`config.mk`:
```
export PLATFORM = sky130hd
export DESIGN_NAME = mem_access_unit
export DESIGN_NICKNAME = d
export VERILOG_FILES = /design/src/rtl/mem_access_unit.sv
export SDC_FILE = /design/constraint.sdc
export NUM_CORES = 1
export LEC_CHECK = 0
export ABC_CLOCK_PERIOD_IN_PS = 2500
export BUFFER_PORTS_ARGS = -buffer_cell sky130_fd_sc_hd__buf_2
export CORE_ASPECT_RATIO = 0.75
export CORE_MARGIN = 8
export CORE_UTILIZATION = 50
export DETAILED_ROUTE_END_ITERATION = 12
export MAX_ROUTING_LAYER = met4
export PLACE_DENSITY = 0.8
export SYNTH_ARGS = -nofsm -noshare
export SYNTH_HDL_FRONTEND = slang
export SYNTH_SLANG_ARGS = --single-unit
```
`constraint.sdc`:
```
create_clock -name clk -period 2.5 [get_ports clk]
set_input_delay 0.5 -clock clk [delete_from_list [all_inputs] [get_ports clk]]
set_output_delay 0.5 -clock clk [all_outputs]
set_load 0.01 [all_outputs]
```
`src/rtl/mem_access_unit.sv`:
```
// mem_access_unit: RV32I load/store sequencer in front of a single-port RAM with registered read data.
// Sub-word stores are done as read-modify-write, and misaligned or illegal requests are answered immediately.
module mem_access_unit #(
  parameter int ADDR_W = 14
) (
  input  logic              clk,
  input  logic              reset,
  input  logic              req_valid,
  output logic              req_ready,
  input  logic              req_write,
  input  logic [2:0]        req_funct3,
  input  logic [ADDR_W-1:0] req_addr,
  input  logic [31:0]       req_wdata,
  output logic              resp_valid,
  output logic [31:0]       resp_rdata,
  output logic              resp_err,
  output logic [ADDR_W-3:0] ram_address,
  output logic [31:0]       ram_data_input,
  output logic              ram_store,
  output logic              ram_load,
  input  logic [31:0]       ram_data_output
);
  typedef enum logic [2:0] {IDLE, RD, LDCAP, WR, RESP} state_t;
  state_t state_q, state_d;
  logic              write_q;
  logic [2:0]        funct3_q;
  logic [ADDR_W-1:0] addr_q;
  logic [31:0]       wdata_q, rdata_q;
  logic              err_q;
  logic              accept, mis, ill, bad;
  logic [4:0]        shamt;
  logic [31:0]       lane, load_ext, mask, merged;
  assign accept = req_valid && state_q == IDLE;
  assign mis = (req_funct3[1:0] == 2'b01 && req_addr[0]) ||
               (req_funct3[1:0] == 2'b10 && req_addr[1:0] != 2'b00);
  assign ill = req_write ? req_funct3 > 3'b010
                         : (req_funct3 == 3'b011 || req_funct3[2:1] == 2'b11);
  assign bad = mis || ill;
  // funct3[2] marks the unsigned loads; funct3[1:0] encodes byte/half/word
  assign shamt    = {addr_q[1:0], 3'b000};
  assign lane     = ram_data_output >> shamt;
  assign load_ext = funct3_q[1:0] == 2'b00 ? {{24{~funct3_q[2] & lane[7]}}, lane[7:0]} :
                    funct3_q[1:0] == 2'b01 ? {{16{~funct3_q[2] & lane[15]}}, lane[15:0]} :
                    ram_data_output;
  assign mask     = (funct3_q[0] ? 32'h0000_FFFF : 32'h0000_00FF) << shamt;
  assign merged   = funct3_q[1] ? wdata_q
                                : (ram_data_output & ~mask) | ((wdata_q << shamt) & mask);
  always_ff @(posedge clk) begin
    if (reset) state_q <= IDLE;
    else state_q <= state_d;
  end
  always_comb begin
    state_d = state_q;
    case (state_q)
      IDLE:      if (req_valid) state_d = bad ? RESP : (req_write && req_funct3 == 3'b010) ? WR : RD;
      RD:        state_d = write_q ? WR : LDCAP;
      LDCAP, WR: state_d = RESP;
      default:   state_d = IDLE;
    endcase
  end
  always_comb begin
    req_ready      = state_q == IDLE;
    ram_load       = state_q == RD;
    ram_store      = state_q == WR;
    resp_valid     = state_q == RESP;
    ram_data_input = ram_store ? merged : 32'h0;
  end
  always_ff @(posedge clk) begin
    if (reset) begin
      write_q  <= 1'b0;
      funct3_q <= 3'b000;
      addr_q   <= '0;
      wdata_q  <= 32'h0;
      rdata_q  <= 32'h0;
      err_q    <= 1'b0;
    end else begin
      if (accept) begin
        write_q  <= req_write;
        funct3_q <= req_funct3;
        addr_q   <= req_addr;
        wdata_q  <= req_wdata;
        if (bad) begin
          err_q   <= 1'b1;
          rdata_q <= 32'h0;
        end
      end
      if (state_q == LDCAP) rdata_q <= load_ext;
      if (state_q == LDCAP || state_q == WR) err_q <= 1'b0;
    end
  end
  assign ram_address = addr_q[ADDR_W-1:2];
  assign resp_rdata  = rdata_q;
  assign resp_err    = err_q;
endmodule

```
-- Word level (Yosys, flattened, before mapping)
Cells that the tools add are included.
- bits in registers: 86
- bits of input ports: 85
- output and inout bits: 81
- word-level logic and storage cells: 60
- magnitude comparators: 1
- equal/unequal tests: 11
- shifts and indexed selects: 3
- muxes and demuxes: 14
- bitwise operators: 7
- reductions and logical operators: 17
- operator list (cell ; number):
    32-bit two-way mux ; 7
    32-bit bitwise AND ; 2
    32-bit NOT ; 1
    32-bit bitwise OR ; 1
    16-bit by 5-bit << shifter with 32-bit output ; 1
    32-bit by 5-bit << shifter with 32-bit output ; 1
    32-bit by 5-bit right shift with 16-bit output ; 1
    16-bit two-way mux ; 1
    3-bit by 2-bit == test with 1-bit output, second input constant ; 4
    3-bit one-hot mux with 3 select lines ; 1
    3-bit two-way mux ; 2
    2-bit nonzero test ; 3
    2-bit by 1-bit == test with 1-bit output, second input constant ; 2
    2-bit == test, second input constant ; 2
    1-bit logical AND ; 4
    1-bit logical OR ; 4
    2-bit AND reduction ; 2
    2-bit OR reduction ; 2
    3-bit by 1-bit == test with 1-bit output, second input constant ; 1
    3-bit == test, second input constant ; 1
    3-bit by 2-bit greater-than comparator with 1-bit output, second input constant ; 1
    3-bit zero test ; 1
    1-bit bitwise AND ; 2
    2-bit zero test ; 1
    4 further kinds ; 5

-- Depth between registers and ports, before layout
Gate-level depths: netlist of the first run.
- depth in word-level cells: 7
- mapped depth: 7

-- Least setup slack after synthesis of the first run
Ideal clock, no wire load.
- path kind: flip-flop to output port
- from: register addr_q[1]
- to: output ram_data_input[0]
- arrival: 1.528 ns
- data required time: 2.000 ns
- path slack: 0.472 ns
- stages on the path, launching flop included: 8
- cell sequence: dfxtp_1 -> buf_2 -> buf_2 -> nor2_1 -> nor2_1 -> clkbuf_1 -> nand2_1 -> a21oi_1
- word-level cells in the longest chain between the ends: 6
- elaborated cells between the ends (all ways): 8
- RTL lines (element ; RTL line ; source):
    start: declaration ; 27 ; logic [ADDR_W-1:0] addr_q;
    start signal: assignment ; 80 ; addr_q <= req_addr;
    16-bit by 5-bit << shifter with 32-bit output ; 45 ; assign mask = (funct3_q[0] ? 32'h0000_FFFF : 32'h0000_00FF) << shamt;
    32-bit NOT ; 47 ; : (ram_data_output & ~mask) | ((wdata_q << shamt) & mask);
    32-bit bitwise AND ; 47 ;
    32-bit bitwise OR * ; 47 ;
    32-bit two-way mux * ; 46 ; assign merged = funct3_q[1] ? wdata_q
    32-bit two-way mux * ; 66 ; ram_data_input = ram_store ? merged : 32'h0;
    end: declaration ; 18 ; output logic [31:0] ram_data_input,
Every way passes the cells marked *; elsewhere a longest branch is shown, timed or not.

-- Worst setup path in the final report of the first run
- from: register funct3_q[0]
- to: output ram_data_input[11]
- word-level cells in the longest chain between the ends: 7
- elaborated cells between the ends (all ways): 8
- RTL lines (element ; RTL line ; source):
    start: declaration ; 26 ; logic [2:0] funct3_q;
    start signal: assignment ; 79 ; funct3_q <= req_funct3;
    16-bit two-way mux * ; 45 ;
    16-bit by 5-bit << shifter with 32-bit output * ; 45 ;
    32-bit NOT ; 47 ;
    32-bit bitwise AND ; 47 ;
    32-bit bitwise OR * ; 47 ;
    32-bit two-way mux * ; 46 ;
    32-bit two-way mux * ; 66 ;
Marks and branches as above.

==> results.sh, run 1 <==
export IMPL_status="completed"
export IMPL_rsz0062_at_grt="false"
export IMPL_routed_via_density=5.644
export IMPL_yosys_top_cells_area="dfxtp_1 37%, nand2_1 17%, a21oi_1 9.0%"
export IMPL_finalCriticalPeriod_ps=2423
export IMPL_synth_area_mux_share_pct=6.418
export IMPL_placed_cells=854
export IMPL_ys_top_cells_by_count="213 x nand2_1, 86 x dfxtp_1, 83 x a21oi_1"
export IMPL_yosysUniqueCellTypes=43
export IMPL_overflow=0
export IMPL_core_area_sq_um=9009
export IMPL_grt_pass1_vias=4673
export IMPL_power_frac_clock_pct=41.2
export IMPL_clk_path_buf_depth=2
export IMPL_yosys_area_share_adder_pct=0
export IMPL_vias=4910
export IMPL_ys_seq_area_share_pct=37.42
export IMPL_numClockSinks=86
export IMPL_post_route_period_util_pct=96.92
export IMPL_insertion_delay_ps=340
export IMPL_dieArea_sq_um=12560
export IMPL_cts_max_level=3
export IMPL_p_sw_share_pct=27.85
export IMPL_endpoint_kind="primary output"
export IMPL_reg2reg_slack_ps=270
export IMPL_port_buffers=165
export IMPL_cts_tree="built"
export IMPL_netlist_instances=627
export IMPL_crit_fanout=16
export IMPL_clkTransAtPathRegs_ps=60
export IMPL_gp_congestion=0.9395
export IMPL_area_delta_synth_final_pct=23.69
export IMPL_synth_xor_xnor_area_share_pct=0.1904
export IMPL_synth_top_family_by_area="simple AND/OR/NAND/NOR gates"
export IMPL_initial_core_util_pct=51.07
export IMPL_syn_avg_cell_area_sq_um=7.338
export IMPL_ant_nets=0
export IMPL_netlist_area_leader_share_pct=37.42
export IMPL_hold_viol=0
export IMPL_yosysMostFrequentCell="nand2_1"
export IMPL_fmax_mhz=412.7
export IMPL_synth_compound_area_share_pct=22.27
export IMPL_grt_pass1_wl_um=25100
export IMPL_relSlewSlack_pct=27.88
export IMPL_combPwrFrac_pct=17.5
export IMPL_final_nets=838
export IMPL_fin_skew_ps=6.300
export IMPL_fp_dieW_um=126.8
export IMPL_peakVddDrop_mv=0.4268
export IMPL_cts_buffers=9
export IMPL_hold_class="input pin to flop"
export IMPL_root_buffer="clkbuf_16"
export IMPL_diodes=0
export IMPL_p_sw_w=0.001010
export IMPL_cp_arrival_ps=1920
export IMPL_rows=30
export IMPL_netlist_top_cell_by_area="dfxtp_1"
export IMPL_ios=166
export IMPL_synth_seq_cells=86
export IMPL_synth_simple_area_share_pct=26.08
export IMPL_cap_violations=0
export IMPL_instances_no_fill=870
export IMPL_r2r_start="addr_q[1]$_SDFFE_PP0P_"
export IMPL_final_layout_size_suffix_gt1_share_pct=28.23
export IMPL_synth_main_ff_cell="dfxtp_1"
export IMPL_hold_buffers=0
export IMPL_hp_start="req_addr[5]"
export IMPL_cts_setup_buffers=0
export IMPL_tightest_slew_ps=1075
export IMPL_setup_tns_ps=0
export IMPL_crit_start="funct3_q[0]$_SDFFE_PP0P_"
export IMPL_wl_per_cell_um=18.21
export IMPL_synth_fp_nets=712
export IMPL_antenna_found_initial=0
export IMPL_synth_edf_count=0
export IMPL_grt_start_max_net_pins=55
export IMPL_firstDrtPassIters=5
export IMPL_yosys_warnings=0
export IMPL_drtIter0Drc=357
export IMPL_crit_required_ps=2000
export IMPL_drv_slew=0
export IMPL_grt_use_total_pct=25.57
export IMPL_cellLeakagePower_nw=2.597
export IMPL_crit_type="flop to primary output"
export IMPL_intPower_w=0.002616
export IMPL_synthArstFlopShare_pct=0
export IMPL_drc=0
export IMPL_syn_area_sq_um=4601
export IMPL_hpwl_um=12150
export IMPL_p_seq_share_pct=41.3
export IMPL_fp_dieH_um=99.07
export IMPL_cp_start_kind="flop"
export IMPL_finalSetupViolCount=0
export IMPL_pwr_density_cell_nw_per_um2=637.2
export IMPL_routed_wirelength_um=15840
[logic make-up (layout without fill, tap and decap cells)]
group,after synthesis,after routing
simple gates,279,279
mux,28,28
flops,86,86
xor+xnor,1,1
buf+inv,68,199
compound gates,165,165
[state kept, by name, indices dropped and copies added (netlist names)]
register,flops
addr_q,14
resp_rdata,32
resp_err,1
write_q,1
wdata_q,32
state_q,3
funct3_q,3
[final timing paths]
kind,endpoint,depth (start not counted)
max,ram_data_input[11],5
min,addr_q[5]$_SDFFE_PP0P_,3
max reg2reg,resp_rdata[30]$_SDFFE_PP0P_,5
min reg2reg,resp_rdata[2]$_SDFFE_PP0P_,2
[stage by stage]
step	util, %	setup WS [ps]	cell area [sq um]	power [W]	hold WS (ps)
after detailed placement	59.31	205.9	5343	0.002144	429.2
final	63.17	76.96	5690	0.003626	390.7
after global placement	59.31	296.3	5343	0.002132	430.0
after global routing	63.17	21.33	5690	0.003751	392.8
after CTS	63.08	80.93	5683	0.003624	381.5
after floorplan	-	471.5	4601	0.001934	436.6
[per-layer routing]
| metal | vias to the layer above | GRT usage, % | wire length (um) |
|---|---|---|---|
| met3 | 15 | 5.502 | 1284 |
| met1 | 2298 | 35.77 | 7673 |
| met2 | 220 | 36.76 | 6751 |
| met5 | - | - | 0 |
| met4 | 0 | 5.469 | 133 |
| li1 | 2377 | - | - |
[power by group through the flow]
stage | Combinational (W) | Sequential [W] | Clock, W
detailed placement | 0.000618 | 0.00153 | 0
global route | 0.000692 | 0.00151 | 0.00155
CTS | 0.000622 | 0.00150 | 0.00151
global placement | 0.000610 | 0.00152 | 0
finish | 0.000633 | 0.00150 | 0.00150
floorplan | 0.000434 | 0.00150 | 0
[cell usage in the layout, fill, tap and decap left out, types with 2 or more instances in the layout]
cell type,synthesis,final
nor3b_1,3,3
mux2i_1,25,25
bufinv_16,0,2
o21ai_1,9,8
a31oi_1,10,10
clkbuf_8,0,2
nor3_1,5,5
nand2_2,3,3
a2bb2oi_1,7,7
o221ai_1,7,7
o211ai_1,16,16
nor2_1,6,6
clkbuf_16,0,9
nand3_1,16,16
buf_4,13,14
nor2b_1,9,9
a211o_1,8,8
a21oi_1,83,83
mux2_2,2,2
inv_1,3,3
dfxtp_1,86,85
a211oi_1,8,8
buf_2,18,165
o21ai_0,10,10
nand2b_1,16,15
nand2_1,213,213
[layout make-up]
class	count	area, sq um
fill	843	3318
multi-input combinational	473	2537
sequential	86	1725
timing repair buffer	180	942.2
clock buffer	12	256.5
tap	112	140.1
clock inverter	4	77.57
inverter	3	11.26
[worst max-delay path, stage by stage (launching register included)]
cell and delay [ps]:
dfxtp_1 390, buf_4 220, o21ba_2 350, o211ai_1 220, a21oi_1 240, buf_2 160
[timing repair]
action / in CTS / in global routing
resized for setup: 3 / 2
cloned: 0 / 0
setup endpoints to repair: 15 / 4
pin swaps: 0 / 0
Note: power is estimated with default switching activity, not from simulation.
==> run 2: changes to the inputs <==
CORE_UTILIZATION = 25   (was 50)
PLACE_DENSITY = default   (was 0.8)
==> run 2 against run 1 <==
- utilization fell by 30 points
- largest power group unchanged
- die area rose by 83%
- combinational power rose by 8.1%
- sequential share of layout area fell by 1.4 points
- clock power fell by 3%
- cell count rose by 17%
- highest routed layer unchanged
- global-route usage fell by 9.3 points
- non-clock buffer count rose by 10
==> results.sh, run 2 (same netlist as run 1, synthesis figures left out) <==
export IMPL_status="completed"
export IMPL_ff_latch_area_sq_um=1727
export IMPL_cp_start_kind="flop"
export IMPL_final_common_cell="nand2_1"
export IMPL_cp_arrival_ps=1880
export IMPL_core_area_sq_um=18240
export IMPL_rsz0062_at_grt="false"
export IMPL_wl_per_cell_um=18.47
export IMPL_hold_viol=0
export IMPL_fin_ws_ps=124.7
export IMPL_p_total_w=0.003636
export IMPL_cts_buffers=9
export IMPL_hp_start="req_addr[3]"
export IMPL_fillers=1954
export IMPL_grt_pass1_vias=4643
export IMPL_final_nets=848
export IMPL_grt_use_total_pct=16.25
export IMPL_vias=4908
export IMPL_relSlewSlack_pct=59.13
export IMPL_cp_slowest_cell="dfxtp_4"
export IMPL_reg2reg_depth=4
export IMPL_cts_max_level=3
export IMPL_r2r_start="addr_q[0]$_SDFFE_PP0P_"
export IMPL_insertion_delay_ps=350
export IMPL_grt_start_max_net_pins=53
export IMPL_utilization_pct=32.72
export IMPL_antenna_found_initial=1
export IMPL_hpwl_um=14370
export IMPL_ant_nets=0
export IMPL_fin_skew_ps=8.024
export IMPL_drtIter0Drc=334
export IMPL_dieArea_sq_um=23040
export IMPL_pwr_density_cell_nw_per_um2=609.2
export IMPL_drc=0
export IMPL_grt_pass1_wl_um=28250
export IMPL_rows=43
export IMPL_firstDrtPassIters=6
export IMPL_routed_wirelength_um=18740
export IMPL_setup_tns_ps=0
export IMPL_max_stage_delay_ps=450
export IMPL_layout_common_cells="212 x nand2_1, 165 x buf_2, 84 x dfxtp_1, 83 x a21oi_1, 23 x mux2i_1"
export IMPL_finalCriticalPeriod_ps=2375
export IMPL_crit_required_ps=2000
export IMPL_hold_class="input pin to flop"
export IMPL_ios=166
export IMPL_post_route_period_util_pct=95.01
export IMPL_peakVddDrop_mv=0.3342
export IMPL_initial_core_util_pct=25.22
export IMPL_clkTransAtPathRegs_ps=70
export IMPL_cellLeakagePower_nw=2.639
export IMPL_gp_congestion=0.9259
export IMPL_endpoint_kind="primary output"
export IMPL_overflow=0
export IMPL_fp_dieH_um=133.5
export IMPL_final_layout_size_suffix_gt1_share_pct=29.47
export IMPL_routed_via_density=4.835
export IMPL_fp_dieW_um=172.6
export IMPL_tightest_slew_ps=613.1
export IMPL_finalSetupViolCount=0
export IMPL_worstHoldPathCells=3
export IMPL_numClockSinks=86
export IMPL_clk_path_buf_depth=2
export IMPL_port_buffers=165
export IMPL_cap_violations=0
export IMPL_multi_input_area_sq_um=2559
export IMPL_drv_slew=0
export IMPL_crit_chain="buf_4, mux2i_1, nand2_1, o211ai_1, a21oi_1, buf_2"
export IMPL_crit_start="addr_q[0]$_SDFFE_PP0P_"
export IMPL_root_buffer="clkbuf_16"
export IMPL_post_place_ws_ps=360.1
export IMPL_crit_type="flop to primary output"
export IMPL_fmax_mhz=421.0
export IMPL_cts_tree="built"
export IMPL_crit_fanout=20
export IMPL_area_delta_synth_final_pct=29.73
-- run 2: cell count changes in the layout (fill, tap and decap cells not counted), moves of 2 or more --
cell        previous run  this run
buf_4                 14        22
buf_12                 0         3
clkbuf_8               2         0
clkinvlp_4             0         2
mux2i_1               25        23
-- run 2: per-stage QoR --
stage / hold slack [ps] / area (sq um) / std cells
4_1_cts: 366.3 / 5907 / 1010
2_1_floorplan: 436.6 / 4601 / 627
3_3_place_gp: 430.4 / 5597 / 995
6_report: 377.9 / 5968 / 1015
5_1_grt: 379.5 / 5968 / 1015
3_5_place_dp: 430.2 / 5597 / 995
-- run 2: final timing paths --
kind                                 end  slack (ps)
min               addr_q[3]$_SDFFE_PP0P_         380
max                   ram_data_input[30]         120
max reg2reg  resp_rdata[13]$_SDFFE_PP0P_         670
min reg2reg   resp_rdata[0]$_SDFFE_PP0P_         440
-- run 2: critical path: cells and delay by family (launching register included) --
kind / cells / cell delay (ps)
and+or+nand+nor: 1 / 80
AOI/OAI and AO/OA: 2 / 210
muxes: 1 / 320
buffers and inverters: 2 / 450
DFF: 1 / 450
-- run 2: final cells by class --
class                           count  area share [%]
Clock buffer                       11           3.899
Multi-Input combinational cell    473           42.87
Clock inverter                      4           1.216
Inverter                            3          0.2516
Sequential cell                    86           28.93
Tap cell                          247           5.178
Timing Repair Buffer              190           17.61
Antenna cell                        1         0.04193
-- run 2: power by group --
part | internal, W | leakage (nW) | switching (W)
sequential | 0.00144 | 0.703 | 0.0000627
combinational | 0.000272 | 1.79 | 0.000412
clock | 0.000870 | 0.146 | 0.000584
-- run 2: repair_timing --
item | in CTS | in global routing
hold buffers | 0 | 0
cloned | 0 | 0
resized for setup | 2 | 7
setup endpoints to repair | 2 | 23
buffers inserted | 0 | 4
-- run 2: metal layers --
layer / routed length (um) / GRT usage, % / vias up
met3: 1507 / 4.948 / 16
li1: - / - / 2396
met4: 203 / 3.614 / 0
met1: 9033 / 22.37 / 2297
met2: 8000 / 22.77 / 199
met5: 0 / - / -
